==> config.mk <==
export PLATFORM = sky130hd
export DESIGN_NAME = slot_payout_judge_flat
export DESIGN_NICKNAME = d
export VERILOG_FILES = /design/src/rtl/slot_payout_judge_pkg.sv /design/src/rtl/slot_payout_judge_if.sv /design/src/rtl/slot_payout_judge_credit_bcd_conv.sv /design/src/rtl/slot_payout_judge.sv /design/src/flat_wrapper.sv
export SDC_FILE = /design/constraint.sdc
export NUM_CORES = 1
export LEC_CHECK = 0
export CORE_MARGIN = 4
export CORE_UTILIZATION = 30
export DETAILED_ROUTE_END_ITERATION = 10
export PLACE_DENSITY = 0.46
export REMOVE_ABC_BUFFERS = 1
export SETUP_SLACK_MARGIN = 0.05
export SYNTH_ARGS = -nofsm -noshare
export SYNTH_HDL_FRONTEND = slang
export SYNTH_HIERARCHICAL = 1
export SYNTH_SLANG_ARGS = --single-unit
export TNS_END_PERCENT = 5
==> constraint.sdc <==
create_clock -name CLK -period 9.8 [get_ports CLK]
set_input_delay 1.47 -clock CLK [delete_from_list [all_inputs] [get_ports CLK]]
set_output_delay 1.47 -clock CLK [all_outputs]
set_load 0.02 [all_outputs]
==> src/rtl/slot_payout_judge_pkg.sv <==
// Shared definitions for the slot payout judge: FSM states, win classes,
// the credit ceiling and the reel classifier.
package slot_payout_judge_pkg;

  typedef enum logic [2:0] {
    ST_IDLE   = 3'd0,
    ST_SPIN   = 3'd1,
    ST_SETTLE = 3'd2,
    ST_JUDGE  = 3'd3,
    ST_PAY    = 3'd4
  } state_t;

  localparam logic [1:0] WIN_NONE    = 2'd0;
  localparam logic [1:0] WIN_PAIR    = 2'd1;
  localparam logic [1:0] WIN_TRIPLE  = 2'd2;
  localparam logic [1:0] WIN_JACKPOT = 2'd3;

  localparam int MAX_CREDIT = 99;

  // A non-BCD digit on any reel voids the game, even if the other two match.
  function automatic logic [1:0] classify(input logic [3:0] a, input logic [3:0] b,
                                          input logic [3:0] c);
    if (a > 4'd9 || b > 4'd9 || c > 4'd9) return WIN_NONE;
    if (a == b && b == c) return (a == 4'd7) ? WIN_JACKPOT : WIN_TRIPLE;
    if (a == b || b == c || a == c) return WIN_PAIR;
    return WIN_NONE;
  endfunction

endpackage

==> src/rtl/slot_payout_judge_if.sv <==
// Player/reel side bus of the payout judge, plus the FSM state for observers.
interface slot_payout_judge_if;
  import slot_payout_judge_pkg::*;

  // coin_pulse and start_req are single-cycle strobes with no back-pressure;
  // result_valid is a one-cycle strobe, and win_class/payout stay stable from
  // it until the next accepted start.
  logic       coin_pulse;
  logic       start_req;
  logic       reel_stop;
  logic [3:0] reel1;
  logic [3:0] reel2;
  logic [3:0] reel3;
  logic       spin_req;
  logic [6:0] credit;
  logic [7:0] credit_bcd;
  logic [1:0] win_class;
  logic       result_valid;
  logic [6:0] payout;
  logic       busy;
  state_t     state_dbg;

  modport master (
    output coin_pulse, start_req, reel_stop, reel1, reel2, reel3,
    input  spin_req, credit, credit_bcd, win_class, result_valid, payout, busy, state_dbg
  );

  modport slave (
    input  coin_pulse, start_req, reel_stop, reel1, reel2, reel3,
    output spin_req, credit, credit_bcd, win_class, result_valid, payout, busy, state_dbg
  );
endinterface

==> src/rtl/slot_payout_judge_credit_bcd_conv.sv <==
// Binary credit to two BCD digits; inputs never exceed 99 so two digits suffice.
module slot_payout_judge_credit_bcd_conv (
  input  logic [6:0] bin,
  output logic [7:0] bcd
);
  always_comb begin
    bcd = {4'(bin / 7'd10), 4'(bin % 7'd10)};
  end
endmodule

==> src/rtl/slot_payout_judge.sv <==
// Credit owner and game judge: takes coins, charges bets, waits for the reels,
// classifies the result and pays winnings into credit one coin per tick.
module slot_payout_judge
  import slot_payout_judge_pkg::*;
#(
  parameter int BET         = 1,
  parameter int SETTLE_CYC  = 16,
  parameter int PAY_TICK    = 1000000,
  parameter int PAY_JACKPOT = 50,
  parameter int PAY_TRIPLE  = 10,
  parameter int PAY_PAIR    = 2
) (
  input logic               CLK,
  input logic               RST,
  slot_payout_judge_if.slave bus
);

  localparam int SW = $clog2(SETTLE_CYC + 1);
  localparam int TW = $clog2(PAY_TICK + 1);
  localparam logic [7:0] MAX8 = 8'(MAX_CREDIT);

  state_t        state, state_nxt;
  logic          reel_stop_q;
  logic          spin_q;
  logic          result_valid_q;
  logic [6:0]    credit_q;
  logic [7:0]    bcd_q;
  logic [7:0]    bcd_c;
  logic [1:0]    win_q;
  logic [6:0]    payout_q;
  logic [6:0]    pending_q;
  logic [SW-1:0] settle_q;
  logic [TW-1:0] tick_q;

  logic          start_ok;
  logic          rise;
  logic          pay_tick;
  logic [1:0]    judge_class;
  logic [6:0]    judge_pay;
  logic [7:0]    credit_sum;
  logic [6:0]    credit_nxt;

  assign start_ok    = (state == ST_IDLE) && bus.start_req && (credit_q >= 7'(BET));
  assign rise        = bus.reel_stop && !reel_stop_q;
  assign pay_tick    = (state == ST_PAY) && (tick_q == TW'(PAY_TICK - 1));
  assign judge_class = classify(bus.reel1, bus.reel2, bus.reel3);

  always_comb begin
    judge_pay = 7'd0;
    case (judge_class)
      WIN_JACKPOT: judge_pay = 7'(PAY_JACKPOT);
      WIN_TRIPLE:  judge_pay = 7'(PAY_TRIPLE);
      WIN_PAIR:    judge_pay = 7'(PAY_PAIR);
      default:     judge_pay = 7'd0;
    endcase
  end

  // Coin, pay tick and bet combine in one 8-bit sum before the clamp; the bet
  // is only taken when credit covers it, so the sum cannot go negative.
  always_comb begin
    credit_sum = {1'b0, credit_q} + {7'd0, bus.coin_pulse} + {7'd0, pay_tick}
                 - (start_ok ? 8'(BET) : 8'd0);
    credit_nxt = (credit_sum > MAX8) ? 7'(MAX_CREDIT) : credit_sum[6:0];
  end

  always_comb begin
    state_nxt = state;
    case (state)
      ST_IDLE:   if (start_ok) state_nxt = ST_SPIN;
      ST_SPIN:   if (rise) state_nxt = ST_SETTLE;
      ST_SETTLE: begin
        if (!bus.reel_stop)          state_nxt = ST_SPIN;
        else if (settle_q == '0)     state_nxt = ST_JUDGE;
      end
      ST_JUDGE:  state_nxt = (judge_pay != 7'd0) ? ST_PAY : ST_IDLE;
      ST_PAY: begin
        // Reaching the ceiling forfeits whatever is still pending.
        if (credit_nxt == 7'(MAX_CREDIT) || (pay_tick && pending_q == 7'd1))
          state_nxt = ST_IDLE;
      end
      default:   state_nxt = ST_IDLE;
    endcase
  end

  slot_payout_judge_credit_bcd_conv u_bcd (
    .bin (credit_q),
    .bcd (bcd_c)
  );

  always_ff @(posedge CLK or posedge RST) begin
    if (RST) begin
      state          <= ST_IDLE;
      reel_stop_q    <= 1'b0;
      spin_q         <= 1'b0;
      result_valid_q <= 1'b0;
      credit_q       <= 7'd0;
      bcd_q          <= 8'h00;
      win_q          <= WIN_NONE;
      payout_q       <= 7'd0;
      pending_q      <= 7'd0;
      settle_q       <= '0;
      tick_q         <= '0;
    end else begin
      state          <= state_nxt;
      reel_stop_q    <= bus.reel_stop;
      credit_q       <= credit_nxt;
      bcd_q          <= bcd_c;
      result_valid_q <= (state == ST_JUDGE);

      if (start_ok) begin
        spin_q   <= 1'b1;
        win_q    <= WIN_NONE;
        payout_q <= 7'd0;
      end

      if (state == ST_SPIN && rise) begin
        spin_q   <= 1'b0;
        settle_q <= SW'(SETTLE_CYC - 1);
      end

      if (state == ST_SETTLE && settle_q != '0) settle_q <= settle_q - 1'b1;

      if (state == ST_JUDGE) begin
        win_q     <= judge_class;
        payout_q  <= judge_pay;
        pending_q <= judge_pay;
        tick_q    <= '0;
      end

      if (state == ST_PAY) begin
        tick_q <= pay_tick ? '0 : tick_q + 1'b1;
        if (state_nxt == ST_IDLE) pending_q <= 7'd0;
        else if (pay_tick)        pending_q <= pending_q - 7'd1;
      end
    end
  end

  assign bus.spin_req     = spin_q;
  assign bus.credit       = credit_q;
  assign bus.credit_bcd   = bcd_q;
  assign bus.win_class    = win_q;
  assign bus.result_valid = result_valid_q;
  assign bus.payout       = payout_q;
  assign bus.busy         = (state != ST_IDLE);
  assign bus.state_dbg    = state;

endmodule

==> src/flat_wrapper.sv <==
// flat-port wrapper written by rule: the top's interface ports become plain ports
module slot_payout_judge_flat import slot_payout_judge_pkg::*;
#(
  parameter int BET         = 1,
  parameter int SETTLE_CYC  = 16,
  parameter int PAY_TICK    = 1000000,
  parameter int PAY_JACKPOT = 50,
  parameter int PAY_TRIPLE  = 10,
  parameter int PAY_PAIR    = 2
)
  (CLK, RST, bus_coin_pulse, bus_start_req, bus_reel_stop, bus_reel1, bus_reel2, bus_reel3, bus_spin_req, bus_credit, bus_credit_bcd, bus_win_class, bus_result_valid, bus_payout, bus_busy, bus_state_dbg);
  slot_payout_judge_if bus_i ();
  input logic CLK;
  input logic RST;
  input wire logic [$bits(bus_i.coin_pulse)-1:0] bus_coin_pulse;
  input wire logic [$bits(bus_i.start_req)-1:0] bus_start_req;
  input wire logic [$bits(bus_i.reel_stop)-1:0] bus_reel_stop;
  input wire logic [$bits(bus_i.reel1)-1:0] bus_reel1;
  input wire logic [$bits(bus_i.reel2)-1:0] bus_reel2;
  input wire logic [$bits(bus_i.reel3)-1:0] bus_reel3;
  output wire logic [$bits(bus_i.spin_req)-1:0] bus_spin_req;
  output wire logic [$bits(bus_i.credit)-1:0] bus_credit;
  output wire logic [$bits(bus_i.credit_bcd)-1:0] bus_credit_bcd;
  output wire logic [$bits(bus_i.win_class)-1:0] bus_win_class;
  output wire logic [$bits(bus_i.result_valid)-1:0] bus_result_valid;
  output wire logic [$bits(bus_i.payout)-1:0] bus_payout;
  output wire logic [$bits(bus_i.busy)-1:0] bus_busy;
  output wire logic [$bits(bus_i.state_dbg)-1:0] bus_state_dbg;
  assign bus_i.coin_pulse = bus_coin_pulse;
  assign bus_i.start_req = bus_start_req;
  assign bus_i.reel_stop = bus_reel_stop;
  assign bus_i.reel1 = bus_reel1;
  assign bus_i.reel2 = bus_reel2;
  assign bus_i.reel3 = bus_reel3;
  assign bus_spin_req = bus_i.spin_req;
  assign bus_credit = bus_i.credit;
  assign bus_credit_bcd = bus_i.credit_bcd;
  assign bus_win_class = bus_i.win_class;
  assign bus_result_valid = bus_i.result_valid;
  assign bus_payout = bus_i.payout;
  assign bus_busy = bus_i.busy;
  assign bus_state_dbg = bus_i.state_dbg;
  slot_payout_judge #(.BET(BET), .SETTLE_CYC(SETTLE_CYC), .PAY_TICK(PAY_TICK), .PAY_JACKPOT(PAY_JACKPOT), .PAY_TRIPLE(PAY_TRIPLE), .PAY_PAIR(PAY_PAIR)) u_core (.CLK(CLK), .RST(RST), .bus(bus_i));
endmodule
# After elaboration in Yosys (flattened, before gate mapping)
# Index checks and enable logic that the tools add are counted.
classes:
  n_addsub: 6
  n_div: 2
  magnitude_cmp: 5
  n_eq_ne: 14
  muxes: 38
  n_reduce_logical: 24
ops:
  columns: ["cell", "count"]
  rows:
  - ["20-bit 2-to-1 mux", 3]
  - ["7-bit 2-to-1 mux", 7]
  - ["20-bit by 1-bit adder with 20-bit output (second input constant)", 1]
  - ["20-bit == test (second input constant)", 1]
  - ["3-bit 2-to-1 mux", 6]
  - ["6-bit one-hot mux with 3 select lines", 1]
  - ["2-bit 2-to-1 mux", 8]
  - ["3-bit one-hot mux with 5 select lines", 1]
  - ["4-bit == test", 3]
  - ["4-bit > comparator (second input constant)", 3]
  - ["1-bit 2-to-1 mux", 10]
  - ["5-bit 2-to-1 mux", 2]
  - ["7-bit by 1-bit adder with 8-bit output", 1]
  - ["8-bit by 1-bit adder with 8-bit output", 1]
  - ["8-bit by 7-bit > comparator with 1-bit output (second input constant)", 1]
  - ["1-bit logical AND", 8]
  - ["2-bit nonzero test", 4]
  - ["8-bit subtractor", 1]
  - ["7-bit by 4-bit divider with 7-bit output (second input constant)", 1]
  - ["7-bit by 1-bit == test with 1-bit output (second input constant)", 1]
  - ["7-bit == test (second input constant)", 1]
  - ["7-bit by 1-bit greater-or-equal comparator with 1-bit output (second input constant)", 1]
  - ["7-bit by 4-bit modulo with 7-bit output (second input constant)", 1]
  - ["7-bit nonzero test", 1]
  - ["other kinds (14)", 21]
word_totals:
  reg_bits: 62
  wordCells: 100

# Logic depth before layout (Yosys ltp)
logic_depth:
  depth_word: 18
  depth_mapped: 16
  mapped_depth_nobuf: 16

# Modules after synthesis
# The synthesis kept the hierarchy.
by_module_without_submodules:
  columns: ["mod", "seq_area_each_um2", "area_per_inst_um2", "cells_each", "n_inst"]
  rows:
  - ["slot_payout_judge", 1451.4, 3459.6, 378, 1]
  - ["slot_payout_judge_credit_bcd_conv", 0.0, 434.2, 56, 1]

# Worst setup path before layout
# OpenSTA, ideal clock, no wires.
synth_path:
  path_type: "input-to-reg"
  from: "in bus_start_req"
  to: "reg u_core.pending_q[6]"
  setup_slack_ps: 5250
  arrival_time_ps: 4426
  cell_stages: 11
  required_time_ps: 9676
  path_cell_list: "nor3b_1 ha_1 fa_1 fa_1 nor2_1 o311a_1 o31a_1 o311ai_0 o211ai_1 nor2_1 a211o_1"
synth_via:
  elab_chain_len: 13
synth_rtl:
  columns: ["element", "line", "text"]
  rows:
  - ["from (decl)", "flat_wrapper.sv:16", "input wire logic [$bits(bus_i.start_req)-1:0] bus_start_req;"]
  - ["1-bit logical AND * (2 in series)", "slot_payout_judge.sv:43", "assign start_ok = (state == ST_IDLE) && bus.start_req && (credit_q >= 7'(BET));"]
  - ["1-bit 2-to-1 mux", "slot_payout_judge.sv:62", "- (start_ok ? 8'(BET) : 8'd0);"]
  - ["8-bit subtractor", "slot_payout_judge.sv:62", null]
  - ["8-bit by 7-bit > comparator with 1-bit output", "slot_payout_judge.sv:63", "credit_nxt = (credit_sum > MAX8) ? 7'(MAX_CREDIT) : credit_sum[6:0];"]
  - ["7-bit 2-to-1 mux", "slot_payout_judge.sv:63", null]
  - ["7-bit == test", "slot_payout_judge.sv:78", "if (credit_nxt == 7'(MAX_CREDIT) || (pay_tick && pending_q == 7'd1))"]
  - ["1-bit logical OR", "slot_payout_judge.sv:78", null]
  - ["3-bit 2-to-1 mux", "slot_payout_judge.sv:78", null]
  - ["3-bit one-hot mux with 5 select lines *", "slot_payout_judge.sv:68", "case (state)"]
  - ["3-bit zero test *", "slot_payout_judge.sv:132", "if (state_nxt == ST_IDLE) pending_q <= 7'd0;"]
  - ["7-bit 2-to-1 mux *", "slot_payout_judge.sv:132", null]
  - ["7-bit 2-to-1 mux *", "slot_payout_judge.sv:130", "if (state == ST_PAY) begin"]
  - ["to (signal assigned)", "slot_payout_judge.sv:126", "pending_q <= judge_pay;"]
  - ["to (signal assigned)", "slot_payout_judge.sv:133", "else if (pay_tick) pending_q <= pending_q - 7'd1;"]
  - ["to (decl)", "slot_payout_judge.sv:31", "logic [6:0] pending_q;"]
# Mark *: on every way between the ends. The rest lies on a longest branch, timed or not.
# A chain may end at the register's enable or synchronous reset.

# Worst setup path in the final report
# Ends and elaborated chain as after synthesis.

==> out/qor.csv <==
metric;value;unit
status;finished clean;
slew_headroom;37.0;%
skew;0.00487;ns
clk_path_buf_depth;2;
sw_frac_of_total;40.4;%
clockRootBuffer;clkbuf_16;
vias;3273;
p_leak;2.05;nW
worstSetupPathType;in -> reg;
p_int;0.803;mW
rsz0062_at_grt;no;
cts_resized;0;
synth.avg_cell_area;8.97;sq um
grt_pass1_vias;3175;
postLayoutCoreUtil;37.6;%
syn_area;0.00389;sq mm
drt-initial-drc-count;146;
rows;41;
final_common_cell;dfrtp_1;
yosys_register_bits;58;
synth-seq-area-share;37.3;%
cts_max_level;3;
fmax;191;MHz
powerDensity;283;mW/mm^2
dp.final_hpwl;6530;microns
die_area;0.0149;sq mm
n_antenna_cell;0;
power_frac_seq;26.4;%
cp-start-kind;input port;
finalHoldViolCount;0;
synth_cell_type_count;72;
cts-hold-fix-buffers;0;
drt-total-wl;9180;microns
track_usage;13.3;%
crit_required;10.02;ns
wl_per_cell;14.1;microns
setup-tns-final;0;ns
area_delta_synth_final;22.3;%
numPortBuffers;43;
final_cells;652;
slew_violations;0;
viasPerCell;5.02;
cts_setup_buffers;0;
cts_sinks;58;
p_switching;0.544;mW
crit_fanout;7;
synth_top_area_share;37.3;%
yosys_warnings;6;
combPwrFrac;50.1;%
worst-endpoint-arrival;5.45;ns
clock_latency;0.33;ns
synth_largest_area_cell;dfrtp_1;
cts_tree;built;
dieHeight;122;microns
min_period;5.24;ns
cts_buffers;9;
drc;0;
path_clk_slew;0.05;ns
maxCapViolCount;0;
hold_path_class;reg -> reg;
gp_congestion;0.802;
ios;47;
drive_gt1_share;6.25;%
postSynthCellCount;434;
synth_flop_cell;dfrtp_1;
core;0.0127;sq mm
async_flop_share;100;%
endpoint_kind;flip-flop;
finalSetupViolCount;0;
antenna_found_initial;0;
initial_core_util;30.7;%
p_clk_share;23.4;%
grt_pass1_wl;15800;microns
die_w;122;microns
firstDrtPassIters;4;
mostFrequentLayoutCells;dfrtp_1, clkdlybuf4s50_1, nand2_1;
grt_max_degree;59;
fin_nets;514;
worst_pin_slew;0.945;ns
postRouteAntennaNets;0;
synth.area.top_cells;dfrtp_1, ha_1, xnor2_1;
grt-ovfl-total;0;
ff2ff_setup_slack;4.68;ns
ir_worst_vdd;0.000122;V
dp_cells;636;
fin_crit_sh;53.4;%
synth_edf_count;0;
-- power by group through the flow --
stage	Sequential (mW)	Clock (mW)	Combinational [mW]
floorplan	0.383	0	0.457
global placement	0.359	0	0.676
detailed placement	0.360	0	0.678
CTS	0.356	0.328	0.681
global route	0.367	0.335	0.755
finish	0.356	0.315	0.675
-- logic make-up (layout without fill, tap and decap cells) --
logic type,after synthesis,count (layout),share of synthesized area [%]
and+or+nand+nor,171,171,23.6
xor gates and xnor gates,27,27,6.07
adders and majority gates,22,22,7.46
DFF,58,58,37.3
other,1,3,0.0963
muxes,4,4,1.03
buffers and inverters,41,85,4.79
AOI/OAI and AO/OA,110,110,19.7
-- synthesized netlist by cell type, types with 3 or more instances --
master	n
a21oi_1	14
o31ai_1	7
mux2i_1	4
and3_1	11
nand3_1	19
nand2_1	38
o21a_1	4
o311a_1	3
nor3b_1	4
buf_4	6
o21ai_1	3
o22ai_1	3
clkbuf_1	7
nor4_1	5
nor2_1	35
xnor2_1	24
nor3_1	12
inv_1	23
nor2b_1	5
a31oi_1	3
ha_1	20
nand4_1	7
or3_1	5
and2_1	4
a211oi_1	3
nand2b_1	7
o21ai_0	34
xor2_1	3
dfrtp_1	58
a21o_1	8
-- worst max-delay path, stage by stage --
cell	delay, ns
clkdlybuf4s50_1	0.45
nor3b_1	0.61
ha_1	0.39
fa_1	0.45
fa_1	0.42
nor2_1	0.15
o311a_1	0.22
o31a_1	0.15
o311ai_0	0.18
o211ai_1	0.58
nor2_1	0.11
a211o_1	0.28
-- sequential cells by signal (all words and copies together), names as in the netlist --
name and count:
u_core/bus.credit_bcd 8, u_core/bus.credit 7, u_core/bus.win_class 2, u_core/bus.payout 3, u_core/tick_q 20, u_core/bus.result_valid 1, u_core/settle_q 5, u_core/reel_stop_q 1
u_core/pending_q 7, u_core/bus.state_dbg 3, u_core/bus.spin_req 1
-- metrics by stage --
stage	setup slack [ns]	cell area, sq um	power, mW	hold WS [ns]
floorplan	5.25	3810	0.840	0.460
global placement	4.27	4460	1.04	0.470
detailed placement	4.21	4460	1.04	0.468
CTS	4.57	4760	1.37	0.484
global route	4.17	4760	1.46	0.507
finish	4.56	4760	1.35	0.477
-- final timing paths --
check | startpoint | end | cells after the start
max | bus_start_req | u_core/pending_q[6] | 12
min in group asynchronous | RST | u_core/bus.credit_bcd[5] | 3
min | u_core/bus.win_class[1] | u_core/bus.win_class[1] | 1
max in group asynchronous | RST | u_core/settle_q[4] | 3
min reg2reg | u_core/bus.win_class[1] | u_core/bus.win_class[1] | 1
max reg2reg | u_core/bus.credit[2] | u_core/pending_q[6] | 16
-- cell type report --
cell class / count / area, sq um
clock buffers: 14 / 264
clock inverters: 2 / 35.0
repair buffers: 44 / 438
fillers: 1297 / 7910
well taps: 172 / 215
flip-flops and latches: 58 / 1450
multi-input cells: 337 / 2270
inverters: 25 / 93.8
-- metal layers --
layer  global-route usage [%]  part of all wire, %  up-vias
met2                     20.5                   45       51
met4                     6.93                  2.4        0
met1                     17.5                   48     1562
met3                     3.06                  4.0       14
li1                         -                    -     1646
met5                        0                    0        -
Power figures use the tool's default switching activity.
==> edit 1: new RTL, same settings <==
`SETTLE_CYC` is set to 16 in 2 places; all go to 64.
--- a/src/rtl/slot_payout_judge.sv
+++ b/src/rtl/slot_payout_judge.sv
@@ -6,3 +6,3 @@
   parameter int BET         = 1,
-  parameter int SETTLE_CYC  = 16,
+  parameter int SETTLE_CYC  = 64,
   parameter int PAY_TICK    = 1000000,
--- a/src/flat_wrapper.sv
+++ b/src/flat_wrapper.sv
@@ -4,3 +4,3 @@
   parameter int BET         = 1,
-  parameter int SETTLE_CYC  = 16,
+  parameter int SETTLE_CYC  = 64,
   parameter int PAY_TICK    = 1000000,
Behaviour: no difference found for any inputs over 10 cycles, from zero or initial values and one cycle with RST high; that may be too few to reach the edited logic, so the function may still have changed.
==> edit 1 against the unedited design <==
Die area grew 1.1%; clock skew hardly changed; synthesized cell count is 2.5% higher; maximum frequency up 8.5%; setup slack improved by 0.41 ns; sequential cell count up 2; via count grew 1.8%; cell area grew 0.81%; sequential power rose by 5.9%; synthesized area grew 1.1%; wire length increased by 3.8%; total power increased by 1.3%; critical endpoint is now u_core/pending_q[1]$_DFF_PP0_; largest power group unchanged; highest routed layer unchanged.
==> edit 1: results <==
cts:
  insertion_delay_ns: 0.33
  ctsResizeCount: 0
  clk_pin_slew_worst_paths_ns: 0.05
  clockBufferDepth: 2
  cts_root_buf: "clkbuf_16"
  htreeDepth: 3
  post_cts_buffers: 0
  cts_made_buffers: 9
worst_setup_path:
  crit_fanout: 4
  cp_slowest_cell: "a2111o_1"
  reg2reg_to: "u_core/pending_q[1]$_DFF_PP0_"
  r2r_cells: 17
  r2r_start: "u_core/bus.credit[2]$_DFF_PP0_"
  cp.arrival_ns: 5.07
  max_stage_delay_ns: 0.48
  ff2ff_setup_slack_ns: 5.16
placement:
  post-dp-hpwl_um: 6770
  portBuffers: 43
  gp_congestion: 0.790
global_route:
  grtUsageTotal_pct: 13.8
  grt_max_degree: 61
  grt_pass1_wl_um: 16600
  antenna_found_initial: 0
synth:
  ys.flop_type: "dfrtp_1"
  ys_seq_area_share_pct: 38.1
  synth_cell_type_count: 73
  ys_warn_count: 6
  synth_common_cells: "60 x dfrtp_1, 58 x nand2_1, 43 x o21ai_0, 33 x nor2_1, 23 x inv_1"
  synthArstFlopShare_pct: 100
  synth.top_cells.by_area: "dfrtp_1 38%, ha_1 6.4%, nand2_1 5.5%"
hold_path:
  min_path_cells: 1
  holdPathEnd: "u_core/tick_q[19]$_DFFE_PP0P_"
  hold_class: "flip-flop to flip-flop"
  min_from: "u_core/tick_q[19]$_DFFE_PP0P_"
route:
  vias: 3332
  drt-total-wl_um: 9530
  dr.pass1.iters: 5
  drtIter0Drc: 242
timing:
  skew_ns: 0.00531
  setup_viol: 0
  final-hold-violation-count: 0
  relSlewSlack_pct: 35.7
layout:
  largest_reg_flops: 20
  diodes: 0
  largest-register: "u_core/tick_q"
  final_net_count: 525
  drive_gt1_share_pct: 6.72
power_and_ir_drop:
  worst_ir_drop_vdd_mv: 0.104
  leakagePower_nw: 2.00
outcome:
  status: "finished clean"
==> edit 1: cell count changes in the layout (fill, tap and decap cells not counted), sizes merged, moves of 4 or more <==
cell   change
o21ai      +9
nand2     +19
nand3      -8
nor3       +4
nor2b      -4
a31oi      +4
==> edit 1: worst max-delay path by stage <==
stage	startpoint	endpoint	slack, ns	cells past startpoint
floorplan	bus_start_req	u_core/pending_q[1]$_DFF_PP0_	5.46	12
global placement	bus_start_req	u_core/pending_q[1]$_DFF_PP0_	4.76	13
detailed placement	bus_start_req	u_core/pending_q[1]$_DFF_PP0_	4.61	13
CTS	bus_start_req	u_core/pending_q[1]$_DFF_PP0_	4.93	13
global route	bus_start_req	u_core/pending_q[1]$_DFF_PP0_	4.72	13
finish	bus_start_req	u_core/pending_q[1]$_DFF_PP0_	4.97	13
==> edit 1: final cells by class <==
| cell class | instances | area [µm²] |
|---|---|---|
| Fill cell | 1365 | 7920 |
| Tap cell | 172 | 215 |
| Timing Repair Buffer | 44 | 438 |
| Inverter | 25 | 93.8 |
| Sequential cell | 60 | 1500 |
| Multi-Input combinational cell | 346 | 2260 |
| Clock inverter | 4 | 48.8 |
| Clock buffer | 12 | 246 |
==> edit 1: cell families (layout without fill, tap and decap cells) <==
kind of cell	Yosys count	count (layout)	synth area share [%]
flops	60	60	38.1
simple gates	181	181	24.3
mux	2	2	0.508
fa+ha+maj	22	22	7.37
compound gates	113	113	19.3
buf+inv	41	85	4.70
xor+xnor	25	25	5.56
other cells	1	3	0.0952
==> edit 1: routing by layer <==
layer	GRT usage [%]	routed length [µm]
met1	17.5	4470
met2	23.0	4470
met3	3.23	406
met4	4.97	170
met5	0	0
==> edit 1: where the power goes <==
part	leakage [nW]	internal [W]	total (W)	switching [W]
clock	0.147	0.000203	0.000315	0.000111
sequential	0.744	0.000305	0.000377	0.0000723
combinational	1.11	0.000297	0.000673	0.000376
total	2.00	0.000805	0.00136	0.000559
==> edit 1: worst max-delay path: cells and delay by family <==
family / cells / cell delay [ns]
compound gates: 5 / 1.07
simple gates: 3 / 0.63
fa+ha+maj: 3 / 1.19
buf+inv: 1 / 0.47
xor+xnor: 1 / 0.24
==> edit 1: per-stage QoR <==
step	std cells	hold WS [ns]	setup WS (ns)	instance area [µm²]	total power (W)
CTS	663	0.478	4.93	4800	0.00138
global route	663	0.512	4.72	4800	0.00148
floorplan	431	0.441	5.46	3850	0.000858
finish	663	0.473	4.97	4800	0.00136
global placement	647	0.466	4.76	4510	0.00106
detailed placement	647	0.471	4.61	4510	0.00106
==> edit 2: new RTL, same flow settings <==
Without the edit above. Reset style: synchronous (`RST`), changed in one clocked block.
--- a/src/rtl/slot_payout_judge.sv
+++ b/src/rtl/slot_payout_judge.sv
@@ -89,3 +89,3 @@
 
-  always_ff @(posedge CLK or posedge RST) begin
+  always_ff @(posedge CLK) begin
     if (RST) begin
Behaviour: differs if RST is asserted again (counterexample within 4 cycles, from zero or initial values and one cycle with RST high); with RST held inactive, the same outputs for 10 cycles.
==> edit 2 against the unedited design <==
Synthesized cell count is 9.4% higher; sequential cell count stayed put; total power is 13% lower; synthesized area is 0.61% lower; global-route usage is 0.052 points lower; clock power is 8.9% lower; combinational power is 14% lower; cell area is 1.6% lower; utilization is 0.46 points lower; hold slack worse by 0.032 ns; wire length is 3.6% higher; setup slack worse by 0.064 ns.
==> edit 2: results <==
route:
  wl_met3_um: 402
  drtIter0Drc: 130
  met1_length_um: 4630
  vias: 3473
  wl_per_cell_um: 13.9
  met2WireLength_um: 4370
placement:
  post-place-ws_ns: 4.19
  post-dp-hpwl_um: 6800
  gp_congestion: 0.800
outcome:
  status: "finished clean"
power_and_ir_drop:
  leakagePower_nw: 1.68
  worst_ir_drop_vdd_mv: 0.0998
global_route:
  grt_pass1_wl_um: 16000
  grt_pass1_vias: 3323
layout:
  fill_cells: 1337
  final_net_count: 549
  drive_gt1_share_pct: 7.78
timing:
  skew_ns: 0.00565
  worst_pin_slew_ns: 0.854
  fin_crit_sh_pct: 54.1
worst_setup_path:
  r2r_start: "u_core/bus.credit[2]$_SDFF_PP0_"
  reg2reg_to: "u_core/pending_q[6]$_SDFF_PP0_"
  cp.arrival_ns: 5.51
  ff2ff_setup_slack_ns: 4.63
synth:
  synthArstFlopShare_pct: 0
  synth.top_cells.by_area: "dfxtp_1 30%, ha_1 6.5%, a21oi_1 5.3%"
  synth_cell_type_count: 77
  ys_warn_count: 6
==> edit 2: where the power goes <==
group          internal (W)  total, W  switching (W)
logic              0.000261  0.000578       0.000316
registers          0.000267  0.000313      0.0000457
clock network      0.000182  0.000287       0.000105
==> edit 2: worst min path at each step <==
stage	end	cells past startpoint	slack, ns	start
2_1_floorplan	u_core/settle_q[4]$_SDFFE_PP0P_	2	0.42	u_core/settle_q[4]$_SDFFE_PP0P_
6_report	u_core/settle_q[4]$_SDFFE_PP0P_	2	0.44	u_core/settle_q[4]$_SDFFE_PP0P_
3_3_place_gp	u_core/settle_q[4]$_SDFFE_PP0P_	2	0.44	u_core/settle_q[4]$_SDFFE_PP0P_
3_5_place_dp	u_core/settle_q[4]$_SDFFE_PP0P_	2	0.44	u_core/settle_q[4]$_SDFFE_PP0P_
5_1_grt	u_core/settle_q[3]$_SDFFE_PP0P_	1	0.49	u_core/settle_q[3]$_SDFFE_PP0P_
4_1_cts	u_core/settle_q[4]$_SDFFE_PP0P_	2	0.45	u_core/settle_q[4]$_SDFFE_PP0P_
==> edit 2: cell families (layout without fill, tap and decap cells) <==
group           after synthesis  after routing  synth area share (%)
simple gates                195            195                  29.0
compound gates              127            127                  22.4
flops                        58             58                  30.0
buf+inv                      48             85                  5.50
fa+ha+maj                    22             22                  7.50
xor+xnor                     21             21                  4.75
mux                           3              3                 0.776
other cells                   1              3                0.0969
==> edit 2: layout make-up <==
| cell class | instances | area, µm² | area share [%] |
|---|---|---|---|
| clock buffer | 12 | 256 | 5.47 |
| clock inverter | 3 | 15.0 | 0.320 |
| inverter | 25 | 93.8 | 2.00 |
| multi-input combinational | 371 | 2500 | 53.4 |
| sequential | 58 | 1160 | 24.8 |
| tap | 172 | 215 | 4.59 |
| timing repair buffer | 45 | 440 | 9.40 |
==> edit 2: critical path: stages <==
cell and delay, ns:
clkdlybuf4s50_1 0.47, inv_1 0.04, a311oi_1 0.64, ha_1 0.38, fa_1 0.43, fa_1 0.41, or2_1 0.26, a2111o_1 0.38
o311ai_2 0.10, nor2_2 0.11, a211oi_2 0.36, a21oi_1 0.07, a2111oi_1 0.38
==> edit 2: metrics by stage <==
stage	total power, W	instances	utilization [%]	instance area, µm²
2_1_floorplan	0.000735	454	-	3760
6_report	0.00118	686	37.1	4690
4_1_cts	0.00119	686	37.1	4690
3_5_place_dp	0.000898	671	35.0	4410
3_3_place_gp	0.000897	671	35.0	4410
5_1_grt	0.00127	686	37.1	4690
==> edit 2: per-layer routing <==
metal  GRT usage [%]  vias up
met2            21.7       60
met5               0        -
met3            3.44       10
met1            17.4     1625
met4            3.78        0
li1                -     1778
